`src/rtl/median_pkg.sv`:
```
// median_pkg: types and defaults shared by the window generator and the
// median pipeline it feeds.
//   DEF_PIX_W / DEF_IMG_W : default pixel width and line length
//   pix_t                 : one pixel at the default width
//   row_t                 : how many complete prior lines are buffered
package median_pkg;

    localparam int DEF_PIX_W = 8;
    localparam int DEF_IMG_W = 8;

    typedef logic [DEF_PIX_W-1:0] pix_t;

    // ROW_FULL means two complete earlier lines sit in the line buffers.
    typedef enum logic [1:0] {
        ROW_0    = 2'd0,
        ROW_1    = 2'd1,
        ROW_FULL = 2'd2
    } row_t;

    // Row count advances once per completed line and saturates at ROW_FULL.
    function automatic row_t row_advance(input row_t r);
        row_t n;
        n = ROW_FULL;
        if (r == ROW_0) begin
            n = ROW_1;
        end
        return n;
    endfunction

endpackage

```
`src/rtl/median_window_gen_if.sv`:
```
// median_window_gen_if: pixel stream in, 3x3 window out.
//   pix_valid/pix_in/sof : raster pixel stream (no backpressure)
//   win_valid            : one-cycle pulse, A..I/win_col carry a new window
//   A..C / D..F / G..I   : top / middle / bottom window rows, left to right
//   win_col              : column of the window centre (E)
// Handshake: a pixel is taken on every rising edge where pix_valid=1; the
// consumer is always ready, so win_valid needs no acknowledge.
interface median_window_gen_if
    import median_pkg::*;
#(
    parameter int PIX_W = DEF_PIX_W,
    parameter int COL_W = $clog2(DEF_IMG_W)
);
    logic             pix_valid;
    logic [PIX_W-1:0] pix_in;
    logic             sof;
    logic             win_valid;
    logic [PIX_W-1:0] A, B, C, D, E, F, G, H, I;
    logic [COL_W-1:0] win_col;

    modport master (
        output pix_valid, pix_in, sof,
        input  win_valid, A, B, C, D, E, F, G, H, I, win_col
    );

    modport slave (
        input  pix_valid, pix_in, sof,
        output win_valid, A, B, C, D, E, F, G, H, I, win_col
    );
endinterface

```
`src/rtl/median_window_gen_line_buffer.sv`:
```
// line_buffer: one image line of storage, indexed by column.
//   clk     : write clock
//   we_i    : write rdata's slot with wdata_i at the next rising edge
//   addr_i  : column address, shared by read and write
//   wdata_i : pixel to store
//   rdata_o : current contents at addr_i (old value during a write cycle)
// Storage is not reset; the window generator never emits unwritten slots.
module line_buffer
    import median_pkg::*;
#(
    parameter int PIX_W = DEF_PIX_W,
    parameter int IMG_W = DEF_IMG_W,
    parameter int COL_W = $clog2(IMG_W)
) (
    input  logic             clk,
    input  logic             we_i,
    input  logic [COL_W-1:0] addr_i,
    input  logic [PIX_W-1:0] wdata_i,
    output logic [PIX_W-1:0] rdata_o
);
    logic [PIX_W-1:0] mem_q [IMG_W];

    always_ff @(posedge clk) begin
        if (we_i) begin
            mem_q[addr_i] <= wdata_i;
        end
    end

    // Combinational read gives read-before-write within one accept cycle.
    assign rdata_o = mem_q[addr_i];
endmodule

```
`src/rtl/median_window_gen.sv`:
```
// median_window_gen: streaming 3x3 neighbourhood generator.
//   clk, rst_n : clock, asynchronous active-low reset
//   win_if     : slave side of median_window_gen_if (pixel stream in,
//                window A..I + win_col + win_valid out)
// Two line buffers hold lines r-1 and r-2; three 3-deep shift registers form
// the window. A window is flagged one cycle after accepting a pixel with two
// full prior lines present and col>=2, so all nine taps are from this frame.
module median_window_gen
    import median_pkg::*;
#(
    parameter int PIX_W = DEF_PIX_W,
    parameter int IMG_W = DEF_IMG_W,
    parameter int COL_W = $clog2(IMG_W)
) (
    input  logic                clk,
    input  logic                rst_n,
    median_window_gen_if.slave  win_if
);
    logic [COL_W-1:0] col_q, col_d;
    row_t             row_q, row_d;
    logic [PIX_W-1:0] top_q [3], top_d [3];
    logic [PIX_W-1:0] mid_q [3], mid_d [3];
    logic [PIX_W-1:0] bot_q [3], bot_d [3];
    logic             win_valid_q, win_valid_d;
    logic [COL_W-1:0] win_col_q, win_col_d;

    logic [COL_W-1:0] cur_col;
    row_t             cur_row;
    logic             last_col;
    logic [PIX_W-1:0] lb0_rd, lb1_rd;

    // sof forces this pixel to (0,0), abandoning whatever came before.
    assign cur_col  = win_if.sof ? '0 : col_q;
    assign cur_row  = win_if.sof ? ROW_0 : row_q;
    assign last_col = (cur_col == COL_W'(IMG_W - 1));

    line_buffer #(.PIX_W(PIX_W), .IMG_W(IMG_W), .COL_W(COL_W)) u_lb0 (
        .clk     (clk),
        .we_i    (win_if.pix_valid),
        .addr_i  (cur_col),
        .wdata_i (win_if.pix_in),
        .rdata_o (lb0_rd)
    );

    // lb1 takes the line that lb0 is about to overwrite.
    line_buffer #(.PIX_W(PIX_W), .IMG_W(IMG_W), .COL_W(COL_W)) u_lb1 (
        .clk     (clk),
        .we_i    (win_if.pix_valid),
        .addr_i  (cur_col),
        .wdata_i (lb0_rd),
        .rdata_o (lb1_rd)
    );

    always_comb begin
        col_d       = col_q;
        row_d       = row_q;
        top_d       = top_q;
        mid_d       = mid_q;
        bot_d       = bot_q;
        win_valid_d = 1'b0;
        win_col_d   = win_col_q;
        if (win_if.pix_valid) begin
            col_d    = last_col ? '0 : cur_col + COL_W'(1);
            row_d    = last_col ? row_advance(cur_row) : cur_row;
            top_d[0] = top_q[1];
            top_d[1] = top_q[2];
            top_d[2] = lb1_rd;
            mid_d[0] = mid_q[1];
            mid_d[1] = mid_q[2];
            mid_d[2] = lb0_rd;
            bot_d[0] = bot_q[1];
            bot_d[1] = bot_q[2];
            bot_d[2] = win_if.pix_in;
            if (cur_row == ROW_FULL && cur_col >= COL_W'(2)) begin
                win_valid_d = 1'b1;
                win_col_d   = cur_col - COL_W'(1);
            end
        end
    end

    always_ff @(posedge clk or negedge rst_n) begin
        if (!rst_n) begin
            col_q       <= '0;
            row_q       <= ROW_0;
            top_q       <= '{default: '0};
            mid_q       <= '{default: '0};
            bot_q       <= '{default: '0};
            win_valid_q <= 1'b0;
            win_col_q   <= '0;
        end else begin
            col_q       <= col_d;
            row_q       <= row_d;
            top_q       <= top_d;
            mid_q       <= mid_d;
            bot_q       <= bot_d;
            win_valid_q <= win_valid_d;
            win_col_q   <= win_col_d;
        end
    end

    assign win_if.win_valid = win_valid_q;
    assign win_if.win_col   = win_col_q;
    assign win_if.A = top_q[0];
    assign win_if.B = top_q[1];
    assign win_if.C = top_q[2];
    assign win_if.D = mid_q[0];
    assign win_if.E = mid_q[1];
    assign win_if.F = mid_q[2];
    assign win_if.G = bot_q[0];
    assign win_if.H = bot_q[1];
    assign win_if.I = bot_q[2];
endmodule

```
`src/flat_wrapper.sv`:
```
// flat-port wrapper written by rule: the top's interface ports become plain ports
module median_window_gen_flat import median_pkg::*;
#(
    parameter int PIX_W = DEF_PIX_W,
    parameter int IMG_W = DEF_IMG_W,
    parameter int COL_W = $clog2(IMG_W)
)
  (clk, rst_n, win_if_pix_valid, win_if_pix_in, win_if_sof, win_if_win_valid, win_if_A, win_if_B, win_if_C, win_if_D, win_if_E, win_if_F, win_if_G, win_if_H, win_if_I, win_if_win_col);
  median_window_gen_if #(.PIX_W(PIX_W), .COL_W(COL_W)) win_if_i ();
  input  logic clk;
  input  logic rst_n;
  input wire logic [$bits(win_if_i.pix_valid)-1:0] win_if_pix_valid;
  input wire logic [$bits(win_if_i.pix_in)-1:0] win_if_pix_in;
  input wire logic [$bits(win_if_i.sof)-1:0] win_if_sof;
  output wire logic [$bits(win_if_i.win_valid)-1:0] win_if_win_valid;
  output wire logic [$bits(win_if_i.A)-1:0] win_if_A;
  output wire logic [$bits(win_if_i.B)-1:0] win_if_B;
  output wire logic [$bits(win_if_i.C)-1:0] win_if_C;
  output wire logic [$bits(win_if_i.D)-1:0] win_if_D;
  output wire logic [$bits(win_if_i.E)-1:0] win_if_E;
  output wire logic [$bits(win_if_i.F)-1:0] win_if_F;
  output wire logic [$bits(win_if_i.G)-1:0] win_if_G;
  output wire logic [$bits(win_if_i.H)-1:0] win_if_H;
  output wire logic [$bits(win_if_i.I)-1:0] win_if_I;
  output wire logic [$bits(win_if_i.win_col)-1:0] win_if_win_col;
  assign win_if_i.pix_valid = win_if_pix_valid;
  assign win_if_i.pix_in = win_if_pix_in;
  assign win_if_i.sof = win_if_sof;
  assign win_if_win_valid = win_if_i.win_valid;
  assign win_if_A = win_if_i.A;
  assign win_if_B = win_if_i.B;
  assign win_if_C = win_if_i.C;
  assign win_if_D = win_if_i.D;
  assign win_if_E = win_if_i.E;
  assign win_if_F = win_if_i.F;
  assign win_if_G = win_if_i.G;
  assign win_if_H = win_if_i.H;
  assign win_if_I = win_if_i.I;
  assign win_if_win_col = win_if_i.win_col;
  median_window_gen #(.PIX_W(PIX_W), .IMG_W(IMG_W), .COL_W(COL_W)) u_core (.clk(clk), .rst_n(rst_n), .win_if(win_if_i));
endmodule
```
`config.mk`:
```
export PLATFORM = sky130hd
export DESIGN_NAME = median_window_gen_flat
export DESIGN_NICKNAME = d
export VERILOG_FILES = /design/src/rtl/median_pkg.sv /design/src/rtl/median_window_gen_if.sv /design/src/rtl/median_window_gen_line_buffer.sv /design/src/rtl/median_window_gen.sv /design/src/flat_wrapper.sv
export SDC_FILE = /design/constraint.sdc
export NUM_CORES = 1
export LEC_CHECK = 0
export ABC_AREA = 1
export BUFFER_PORTS_ARGS = -buffer_cell sky130_fd_sc_hd__buf_2
export CORE_MARGIN = 10
export CORE_UTILIZATION = 42
export DETAILED_ROUTE_END_ITERATION = 6
export PLACE_DENSITY = 0.65
export SKIP_LAST_GASP = 1
export SYNTH_ARGS = -nofsm -noshare
export SYNTH_HDL_FRONTEND = slang
export SYNTH_HIERARCHICAL = 1
export SYNTH_SLANG_ARGS = --single-unit
```
`constraint.sdc`:
```
create_clock -name clk -period 6 [get_ports clk]
set_input_delay 0.6 -clock clk [delete_from_list [all_inputs] [get_ports clk]]
set_output_delay 0.6 -clock clk [all_outputs]
set_load 0.05 [all_outputs]
```
======== After elaboration in Yosys (flattened, before gate mapping) ========
Memories as Yosys holds them, arrays and structs flattened. A register that Yosys moved wholly into a read port is not among the register bits.
Index checks and enable logic that the tools add are counted.
W data, S select, Z words.
storage, ports and cells
  register bits after elaboration ......... 73
  memory bits (writable) .................. 128
  logic and storage cells ................. 32
  memories kept ........................... 2
  output and inout port bits .............. 76
  bits of input ports ..................... 12
memory list
  memory              words  width  read ports  clocked after memory_dff  wr ports  RTL line                             text
  u_core.u_lb0.mem_q  8      8      1           0                         1         median_window_gen_line_buffer.sv:21  logic [PIX_W-1:0] mem_q [IMG_W];
  u_core.u_lb1.mem_q  8      8      1           1                         1         median_window_gen_line_buffer.sv:21
operators by class
  equality and inequality tests ........... 2
  mux-type cells .......................... 9
  $add $sub $neg .......................... 2
  reduce and logical (&&, ||, !) cells .... 4
  $lt $le $gt $ge ......................... 1
operators with widths
  kind                   number
  $mux W2                3
  $mux W3                2
  $mux W1                4
  $add A3 B1 Y3 const B  1
  $eq A3 B3 Y1 const B   1
  $ge A3 B2 Y1 const B   1
  $sub A3 B1 Y3 const B  1
  $eq A2 B2 Y1 const B   1
  $logic_not A2 Y1       1
  $reduce_and A2 Y1      1
  $logic_and A1 B1 Y1    1
  $logic_not A1 Y1       1

======== Longest topological paths before layout ========
Gate-level depths: netlist of the first run.
  depth in word-level cells ............... 5
  gate-level depth with buffers ........... 14
  gate-level depth less buffers ........... 12

======== Modules after synthesis ========
Netlist of the first run, hierarchy kept.
modules (own cells, without submodules)
  module             cells each  times used  area an instance (um^2)  sequential area each (um^2)
  line_buffer        272         2           2763.9                   1921.8
  median_window_gen  341         1           3164.3                   2026.9

======== Worst setup path before layout of the first run ========
Ideal clock, no wire load.
  kind .................................... input -> register
  start ................................... in win_if_sof
  end ..................................... mem u_core/u_lb0/mem_q[1][0] (netlist bit), enable pin
  data required time ...................... 5617 ps
  slack ................................... 3686 ps
  setup time .............................. 383 ps
  stages .................................. 7
  arrival ................................. 1931 ps
  buffers on the path ..................... 2
  cells stage by stage .................... inv_2 nand2_1 inv_1 buf_4 buf_2 nand2_1 nor3_1
on the way
  word-level cells in the longest chain between the ends .. 1
ends and longest elaborated chain
  item                         RTL line                             text
  start: declaration           flat_wrapper.sv:14                   input wire logic [$bits(win_if_i.sof)-1:0] win_if_sof;
  $mux W3                      median_window_gen.sv:33              assign cur_col = win_if.sof ? '0 : col_q;
  named net u_core.cur_col[0]  median_window_gen.sv:27              logic [COL_W-1:0] cur_col;
  end: declaration             median_window_gen_line_buffer.sv:21
The timed path passes the listed nets, and every way through them passes these cells.

======== Worst setup path in the final report of the first run ========
  start ................................... reg u_core.col_q[0]
  end ..................................... mem u_core/u_lb0/mem_q[0][6] (netlist bit), enable pin
on the way
  word-level cells in the longest chain between the ends .. 1
ends and longest elaborated chain
  item                         RTL line                 text
  start: declaration           median_window_gen.sv:19  logic [COL_W-1:0] col_q, col_d;
  start signal: assignment     median_window_gen.sv:91  col_q <= col_d;
  $mux W3                      median_window_gen.sv:33
  named net u_core.cur_col[0]  median_window_gen.sv:27
The timed path passes the listed nets, and every way through them passes these cells.

==> flow_summary.json, run 1 <==
{
  "clockBufferDepth": 3,
  "clock_sinks": 209,
  "dieArea_um2": 26850,
  "cp-start-kind": "flop",
  "drc": 0,
  "clock_power_share_pct": 34.0,
  "grt-ovfl-total": 0,
  "clk_pin_slew_ns": 0.06,
  "worst_ep_arrival_time_ns": 3.00,
  "syn-num-nets": 901,
  "fin_tns_setup_ns": 0,
  "die_y_um": 163.9,
  "comb_power_share_pct": 20.5,
  "p_per_area_nw_per_um2": 387.1,
  "cts_tree": "yes",
  "status": "completed",
  "seq_area_frac_synth_pct": 67.54,
  "hold_slack_ns": 0.2657,
  "hold_buffers": 0,
  "syn_area_per_cell_um2": 9.822,
  "ys_types": 24,
  "endpoint_kind": "flop",
  "maxSlewViolCount": 0,
  "path_common_cell": "nand2_1",
  "synth_top_area_cell": "edfxtp_1",
  "p_leak_nw": 4.801,
  "vias": 5913,
  "switchingPower_w": 0.001237,
  "crit_chain": "nand2_1, inv_2, buf_4, inv_4, nand2_1, nor3_1",
  "fmax_mhz": 345.7,
  "io-pin-count": 88,
  "avgViaCountPerCell": 4.715,
  "final_common_cell": "nand2_1",
  "crit_type": "flop to flop",
  "die_width_um": 163.9,
  "p_int_w": 0.002638,
  "diodes": 0,
  "synthCells": 885,
  "grtUsageTotal_pct": 14.65,
  "finalHoldViolations": 0,
  "coreArea_um2": 20300,
  "crit_fanout": 40,
  "initial_core_util_pct": 42.82,
  "area_growth_pct": 15.19,
  "post_drt_wl_per_cell_um": 15.72,
  "final_cell_mix": "nand2_1 (416), edfxtp_1 (128), inv_1 (102)",
  "skew_ns": 0.01000,
  "rsz0062_at_grt": "false",
  "syn_area_um2": 8692,
  "final_antenna_net_count": 0,
  "drv_cap": 0,
  "drt_iter0_markers": 477,
  "peakVddDrop_mv": 0.1771,
  "netlist_top_cells_area": "edfxtp_1 (44%), dfrtp_1 (23%), nand2_1 (18%)",
  "drt_first_pass_iters": 5,
  "dp_hpwl_um": 12790,
  "routed_wl_um": 19710,
  "antenna_found_initial": 0,
  "nets": 984,
  "io_buffers": 87,
  "grt_first_pass_wirelength_um": 31600,
  "ctsResizeCount": 0,
  "yosys.area.top_type_share_pct": 44.22,
  "insertion_delay_ns": 0.50,
  "cts_buffers": 22,
  "seq_power_share_pct": 45.5,
  "cts_setup_buffers": 0,
  "layout-drive-gt1-share_pct": 15.14,
  "slowest_delay_ns": 0.86,
  "ys_warn_count": 6,
  "htreeDepth": 1,
  "switching_share_pct": 31.92,
  "fin_crit_ns": 2.892,
  "place_congestion": 0.8603,
  "grt_max_degree": 82,
  "relSlewSlack_pct": 19.90,
  "fin_ws_ns": 3.108,
  "worstPathRequired_ns": 6.11,
  "root_buffer": "clkbuf_16",
  "synth_seq_cells": 209,
  "num_rows": 52,
  "worst_pin_slew_ns": 1.192,
  "post-place-ws_ns": 2.613,
  "final-setup-viol-count": 0,
  "hold_path_class": "input port to async pin",
  "grt_pass1_vias": 5859,
  "finalCritPeriodShare_pct": 48.21,
  "slowest_stage": "nor3_1"
}
-- per-layer routing --
metal / GRT usage, % / vias up / wire, um
li1: - / 2935 / -
met1: 19.54 / 2763 / 8785
met2: 23.65 / 174 / 9135
met3: 2.578 / 41 / 1279
met4: 5.077 / 0 / 506
met5: 0 / - / 0
-- cell usage after synthesis, drive strengths merged --
cell,number
ha,4
clkbuf,3
o31ai,1
dfrtp,81
nand2,419
buf,29
o21ai,50
a21oi,2
inv,115
xor2,1
nand3,33
edfxtp,128
nor2,15
nor3,4
-- cells by family (layout without fill, tap and decap cells) --
| group | after synthesis | after routing | share of synthesized area [%] |
|---|---|---|---|
| AND/OR/NAND/NOR | 471 | 471 | 21.22 |
| flip-flops | 209 | 209 | 67.54 |
| buffers and inverters | 147 | 246 | 7.442 |
| AO/OA/AOI/OAI | 53 | 53 | 3.124 |
| adder cells (fa/ha/maj) | 4 | 4 | 0.5758 |
| XOR/XNOR | 1 | 1 | 0.1008 |
-- power by group through the flow --
stage                     Clock, W  Sequential, W  Combinational, W
after floorplan                  0        0.00209          0.000265
after global placement           0        0.00179          0.000794
after detailed placement         0        0.00179          0.000803
after CTS                  0.00136        0.00176          0.000805
after global routing       0.00142        0.00178          0.000868
final                      0.00132        0.00176          0.000794
-- worst paths after layout --
check | start | to | slack, ns | cells after the start
min reg2reg | u_core/win_if.win_col[0] | u_core/win_if.win_col[0] | 0.47 | 2
max | u_core/col_q[0] | u_core/u_lb0/mem_q[0][6] | 3.11 | 6
min | rst_n | u_core/win_if.A[2] | 0.27 | 1
min in group clk | win_if_sof | u_core/col_q[1] | 0.30 | 2
max in group asynchronous | rst_n | u_core/win_if.I[3] | 5.06 | 1
max reg2reg | u_core/col_q[0] | u_core/u_lb0/mem_q[0][6] | 3.11 | 6
-- registers in the layout, indices dropped and copies added, names as in the netlist --
register	count
u_core/win_if.F	8
u_core/u_lb0/mem_q	64
u_core/win_if.G	8
u_core/win_if.E	8
u_core/row_q	2
u_core/win_if.C	8
u_core/win_if.win_valid	1
u_core/col_q	3
u_core/win_if.A	8
u_core/win_if.D	8
u_core/win_if.win_col	3
u_core/u_lb1/mem_q	64
u_core/win_if.H	8
u_core/win_if.B	8
u_core/win_if.I	8
-- worst max-delay path: cells and delay by family, from the launching register on --
kind          cells  cell delay (ns)
buf+inv           3             0.91
flops             1             0.39
simple gates      3             1.18
-- metrics by stage --
| step | utilization (%) | total power (W) | instances | area, um2 |
|---|---|---|---|---|
| floorplan | - | 0.002359 | 885 | 8692 |
| global placement | 45.75 | 0.002584 | 1214 | 9288 |
| detailed placement | 45.75 | 0.002596 | 1214 | 9288 |
| CTS | 49.32 | 0.003926 | 1254 | 10010 |
| global route | 49.32 | 0.004063 | 1254 | 10010 |
| finish | 49.32 | 0.003875 | 1254 | 10010 |
-- cell type report --
class	count	area, um2
Tap cell	270	337.8
Clock inverter	6	33.78
Clock buffer	34	690.7
Timing Repair Buffer	91	467.9
Multi-Input combinational cell	529	2175
Fill cell	1895	10290
Sequential cell	209	5871
Inverter	115	436.7
(Power assumes the default switching activity.)
==> inputs of run 2 (changes only) <==
==> constraint.sdc (replaced) <==
create_clock -name clk -period 2.85 [get_ports clk]
set_input_delay 0.285 -clock clk [delete_from_list [all_inputs] [get_ports clk]]
set_output_delay 0.285 -clock clk [all_outputs]
set_load 0.05 [all_outputs]
==> run 2 against run 1 <==
  * Critical path depth is 3 higher
  * Final area is 2.0% higher
  * Clock power is 120% higher
  * Combinational power is 120% higher
  * Worst setup slack worse by 2.5 ns
  * Sequential cell count stayed put
  * Global-route usage is 0.53 points higher
  * Die area stayed put
  * First-iteration DRC count is 1.7% higher
  * Largest cell class unchanged
==> flow_summary.json, run 2 (synthesized netlist as in run 1, its figures left out) <==
{
  "dieArea_um2": 26850,
  "peakVddDrop_mv": 0.4130,
  "num_rows": 52,
  "drt_iter0_markers": 485,
  "place_area_um2": 9463,
  "cts_tree": "yes",
  "place_congestion": 0.8556,
  "switching_share_pct": 32.39,
  "initial_core_util_pct": 42.82,
  "nets": 1006,
  "reg_top3": "u_core/u_lb0/mem_q x64, u_core/u_lb1/mem_q x64",
  "io-pin-count": 88,
  "p_per_area_nw_per_um2": 808.8,
  "fmax_mhz": 443.0,
  "finalCritPeriodShare_pct": 79.21,
  "antenna_found_initial": 0,
  "cts_buffers": 22,
  "fin_tns_setup_ns": 0,
  "diodes": 0,
  "grt_pass1_vias": 6008,
  "skew_ns": 0.02021,
  "layout-drive-gt1-share_pct": 16.80,
  "hold_path_class": "input port to flop",
  "multi_input_area_um2": 2175,
  "seq_power_share_pct": 44.8,
  "fin_crit_ns": 2.258,
  "clock_power_share_pct": 34.4,
  "worst_ep_arrival_time_ns": 2.47,
  "status": "completed",
  "grt-busiest-layer": "met2",
  "nFillCells": 1900,
  "post_drt_wl_per_cell_um": 15.74,
  "grt-ovfl-total": 0,
  "cts_setup_buffers": 0,
  "comb_power_share_pct": 20.8,
  "drv_cap": 0,
  "final_cell_mix": "nand2_1 (416), edfxtp_1 (128), inv_1 (102)",
  "routed_wl_um": 20080,
  "vias": 6008,
  "endpoint_kind": "flop",
  "worst_pin_slew_ns": 0.6527,
  "root_buffer": "clkbuf_16",
  "dp_hpwl_um": 13410,
  "ctsResizeCount": 0,
  "grt_max_degree": 82,
  "die_y_um": 163.9,
  "final_common_cell": "nand2_1",
  "die_width_um": 163.9,
  "switchingPower_w": 0.002676,
  "io_buffers": 87,
  "maxSlewViolCount": 0,
  "grt_util_met1_pct": 19.68,
  "relSlewSlack_pct": 56.49,
  "worstPathRequired_ns": 3.06,
  "finalHoldViolations": 0,
  "insertion_delay_ns": 0.51,
  "p_int_w": 0.005586,
  "grt_first_pass_wirelength_um": 32770,
  "final_antenna_net_count": 0,
  "area_growth_pct": 17.53,
  "grtUsageTotal_pct": 15.17,
  "drt_first_pass_iters": 5,
  "design_area_um2": 10220,
  "clk_pin_slew_ns": 0.06,
  "grt_util_met3_pct": 2.503,
  "ff_latch_area_um2": 5871,
  "grt_util_met2_pct": 25.70,
  "hold_buffers": 2,
  "crit_fanout": 20,
  "crit_type": "input port to flop",
  "coreArea_um2": 20300,
  "clockBufferDepth": 3,
  "clock_sinks": 209,
  "avgViaCountPerCell": 4.708,
  "drc": 0,
  "p_leak_nw": 4.922,
  "htreeDepth": 1,
  "cp-start-kind": "input port",
  "final-setup-viol-count": 0,
  "rsz0062_at_grt": "false"
}
## run 2: changes by cell type in the layout (fill, tap and decap cells not counted)
cell / before / now
dlygate4sd3_1: 0 / 2
buf_4: 5 / 23
clkinv_8: 0 / 1
clkbuf_4: 1 / 0
buf_12: 0 / 2
clkbuf_8: 7 / 4
clkinv_2: 4 / 6
clkinvlp_4: 1 / 2
bufinv_16: 0 / 1
inv_4: 3 / 2
## run 2: per-stage QoR
step                hold slack (ns)  worst slack, ns  std cells  power, W  util [%]
floorplan                  -0.01059           0.8301        885  0.004966         -
global placement             0.3481           0.6544       1234  0.005478     46.62
detailed placement           0.3537           0.6397       1234  0.005501     46.62
CTS                         0.09658           0.6005       1276  0.008355     50.33
global route                0.09769           0.4227       1276  0.008657     50.33
finish                       0.1014           0.5924       1276  0.008263     50.33
## run 2: cell type report
class,count,share of cell area (%)
clock buffers,30,6.283
clock inverters,10,0.8941
inverters,115,4.274
multi-input cells,529,21.29
flip-flops and latches,209,57.47
well taps,270,3.307
repair buffers,113,6.491
## run 2: power by group through the flow
stage	logic (W)	clock network, W	registers, W
after global routing	0.00187	0.00304	0.00374
after global placement	0.00172	0	0.00376
after CTS	0.00174	0.00290	0.00371
final	0.00172	0.00284	0.00370
after detailed placement	0.00173	0	0.00377
after floorplan	0.000558	0	0.00441
## run 2: critical path, stage by stage
cell	delay, ns
dlygate4sd3_1	0.53
buf_2	0.14
inv_2	0.09
nand2_1	0.14
inv_2	0.32
buf_4	0.32
nand2_1	0.14
nor2_1	0.29
buf_4	0.21
## run 2: layer usage
layer,vias up,wire length (um)
li1,2981,-
met1,2824,8814
met2,175,9580
met3,28,1228
met4,0,458
met5,-,0
## run 2: path summary, 6_finish.rpt
check / to / startpoint / slack [ns] / depth (start not counted)
max: u_core/u_lb0/mem_q[3][7] / win_if_sof / 0.59 / 9
min: u_core/u_lb0/mem_q[1][6] / win_if_pix_in[6] / 0.10 / 1
max reg2reg: u_core/u_lb1/mem_q[4][1] / u_core/col_q[1] / 0.69 / 6
min reg2reg: u_core/win_if.win_col[2] / u_core/win_if.win_col[2] / 0.48 / 2
max in group asynchronous: u_core/win_if.I[7] / rst_n / 2.15 / 3
min in group asynchronous: u_core/win_if.A[3] / rst_n / 0.33 / 3
==> inputs of run 3 (changes only) <==
==> constraint.sdc (replaced) <==
create_clock -name clk -period 2.25 [get_ports clk]
set_input_delay 0.225 -clock clk [delete_from_list [all_inputs] [get_ports clk]]
set_output_delay 0.225 -clock clk [all_outputs]
set_load 0.05 [all_outputs]
==> run 3 against run 2 <==
  * Die area is the same
  * Clock power increased by 27%
  * Critical endpoint is now u_core/u_lb1/mem_q[2][7]
  * Critical path type unchanged
  * Critical path depth grew 2
  * First-iteration DRC count fell by 3.1%
  * Sequential share of layout area down 0.61 points
==> flow_summary.json, run 3 (synthesized netlist as in run 1, its figures left out) <==
{
  "switchingPower_w": 0.003358,
  "grt-ovfl-total": 0,
  "die_width_um": 163.9,
  "clk_pin_slew_ns": 0.06,
  "place_congestion": 0.8411,
  "root_buffer": "clkbuf_16",
  "status": "completed",
  "cp-start-kind": "input port",
  "slowest_delay_ns": 0.53,
  "io_buffers": 87,
  "num_rows": 52,
  "hold_slack_ns": 0.02494,
  "p_leak_nw": 4.988,
  "crit_chain": "dlygate4sd3_1, buf_2, inv_2, nand2_1, inv_2, buf_4, nand2_1, nand3_1, nand2_1, inv_1, nand2_1",
  "switching_share_pct": 31.94,
  "grt_first_pass_wirelength_um": 32710,
  "grtUsageTotal_pct": 15.13,
  "cts_tree": "yes",
  "cts_buffers": 23,
  "antenna_found_initial": 0,
  "post_drt_wl_per_cell_um": 15.78,
  "crit_fanout": 20,
  "dieArea_um2": 26850,
  "post-place-ws_ns": 0.2022,
  "slowest_stage": "dlygate4sd3_1",
  "nets": 1019,
  "final_antenna_net_count": 0,
  "skew_ns": 0.008230,
  "fin_ws_ns": 0.1851,
  "drc": 0,
  "area_growth_pct": 18.80,
  "final_cell_mix": "nand2_1 (415), edfxtp_1 (128), inv_1 (102)",
  "post-route-util_pct": 50.87,
  "initial_core_util_pct": 42.82,
  "grt_max_degree": 70,
  "clock_sinks": 209,
  "nFillCells": 1870,
  "clockBufferDepth": 3,
  "fmax_mhz": 484.3,
  "final-setup-viol-count": 0,
  "worst_pin_slew_ns": 0.5631,
  "worstPathRequired_ns": 2.42,
  "grt_pass1_vias": 5948,
  "seq_power_share_pct": 44.7,
  "coreArea_um2": 20300,
  "routed_wl_um": 20350,
  "layout-drive-gt1-share_pct": 17.45,
  "fin_crit_ns": 2.065,
  "drt_first_pass_iters": 5,
  "final_common_cell": "nand2_1",
  "dp_hpwl_um": 13930,
  "die_y_um": 163.9,
  "hold_path_class": "input port to flop",
  "finalCritPeriodShare_pct": 91.77,
  "insertion_delay_ns": 0.51,
  "avgViaCountPerCell": 4.671,
  "path_common_cell": "nand2_1",
  "crit_type": "input port to flop",
  "worst_ep_arrival_time_ns": 2.23,
  "power_w": 0.01051,
  "vias": 6025,
  "htreeDepth": 1,
  "rsz0062_at_grt": "true",
  "io-pin-count": 88,
  "comb_power_share_pct": 20.8,
  "relSlewSlack_pct": 62.46,
  "p_per_area_nw_per_um2": 1018,
  "maxSlewViolCount": 0,
  "reg_top3": "u_core/u_lb0/mem_q x64, u_core/u_lb1/mem_q x64",
  "peakVddDrop_mv": 0.4975,
  "finalHoldViolations": 0,
  "clock_power_share_pct": 34.5,
  "cts_setup_buffers": 0,
  "diodes": 0,
  "drt_iter0_markers": 470,
  "p_int_w": 0.007155,
  "drv_cap": 0,
  "endpoint_kind": "flop"
}
## run 3: changes by cell type in the layout (fill, tap and decap cells not counted), sizes merged
cell	delta
clkinvlp	-2
inv	+1
buf	+12
clkbuf	+7
clkinv	-4
## run 3: routing by layer
metal | vias up | share of wire (%) | track usage [%]
met5 | - | 0 | 0
met4 | 0 | 2.4 | 4.549
met3 | 40 | 6.1 | 2.829
met2 | 164 | 48 | 25.09
met1 | 2807 | 44 | 19.77
li1 | 3014 | - | -
## run 3: per-stage QoR
step / setup TNS, ns / area, um2 / std cells
3_5_place_dp: 0 / 9565 / 1246
6_report: 0 / 10330 / 1290
3_3_place_gp: 0 / 9565 / 1246
2_1_floorplan: 0 / 8692 / 885
4_1_cts: 0 / 10320 / 1290
5_1_grt: -0.003608 / 10330 / 1290
## run 3: cell type report
cell class,instances,area [um2],area share [%]
Clock inverter,5,53.80,0.5210
Clock buffer,37,678.2,6.567
Sequential cell,209,5871,56.85
Multi-Input combinational cell,529,2177,21.08
Tap cell,270,337.8,3.272
Inverter,115,439.2,4.253
Timing Repair Buffer,125,769.5,7.452
## run 3: critical path: cells and delay by family
family        cells  cell delay [ns]
simple gates      5             0.58
buf+inv           6             1.43
## run 3: what timing repair did
action / CTS / global route
hold buffers: 2 / 0
setup endpoints to repair: 0 / 32
resized for setup: 0 / 3
endpoints found under the hold margin: 44 / 0
## run 3: final timing paths
kind,startpoint,to,slack [ns],depth (start not counted)
setup / recovery,win_if_sof,u_core/u_lb1/mem_q[2][7],0.19,11
hold / removal,win_if_pix_in[6],u_core/u_lb0/mem_q[1][6],0.02,1
setup reg to reg,u_core/col_q[0],u_core/u_lb1/mem_q[0][5],0.22,6
hold reg to reg,u_core/win_if.win_col[1],u_core/win_if.win_col[1],0.47,2
max in group asynchronous,rst_n,u_core/win_if.E[1],1.35,3
min in group asynchronous,rst_n,u_core/win_if.B[1],0.26,2
## run 3: power by group through the flow
stage / logic (W) / registers, W / clock network (W)
4_1_cts: 0.00222 / 0.00470 / 0.00372
3_3_place_gp: 0.00219 / 0.00477 / 0
2_1_floorplan: 0.000707 / 0.00558 / 0
5_1_grt: 0.00238 / 0.00474 / 0.00388
3_5_place_dp: 0.00221 / 0.00478 / 0
6_report: 0.00219 / 0.00470 / 0.00362
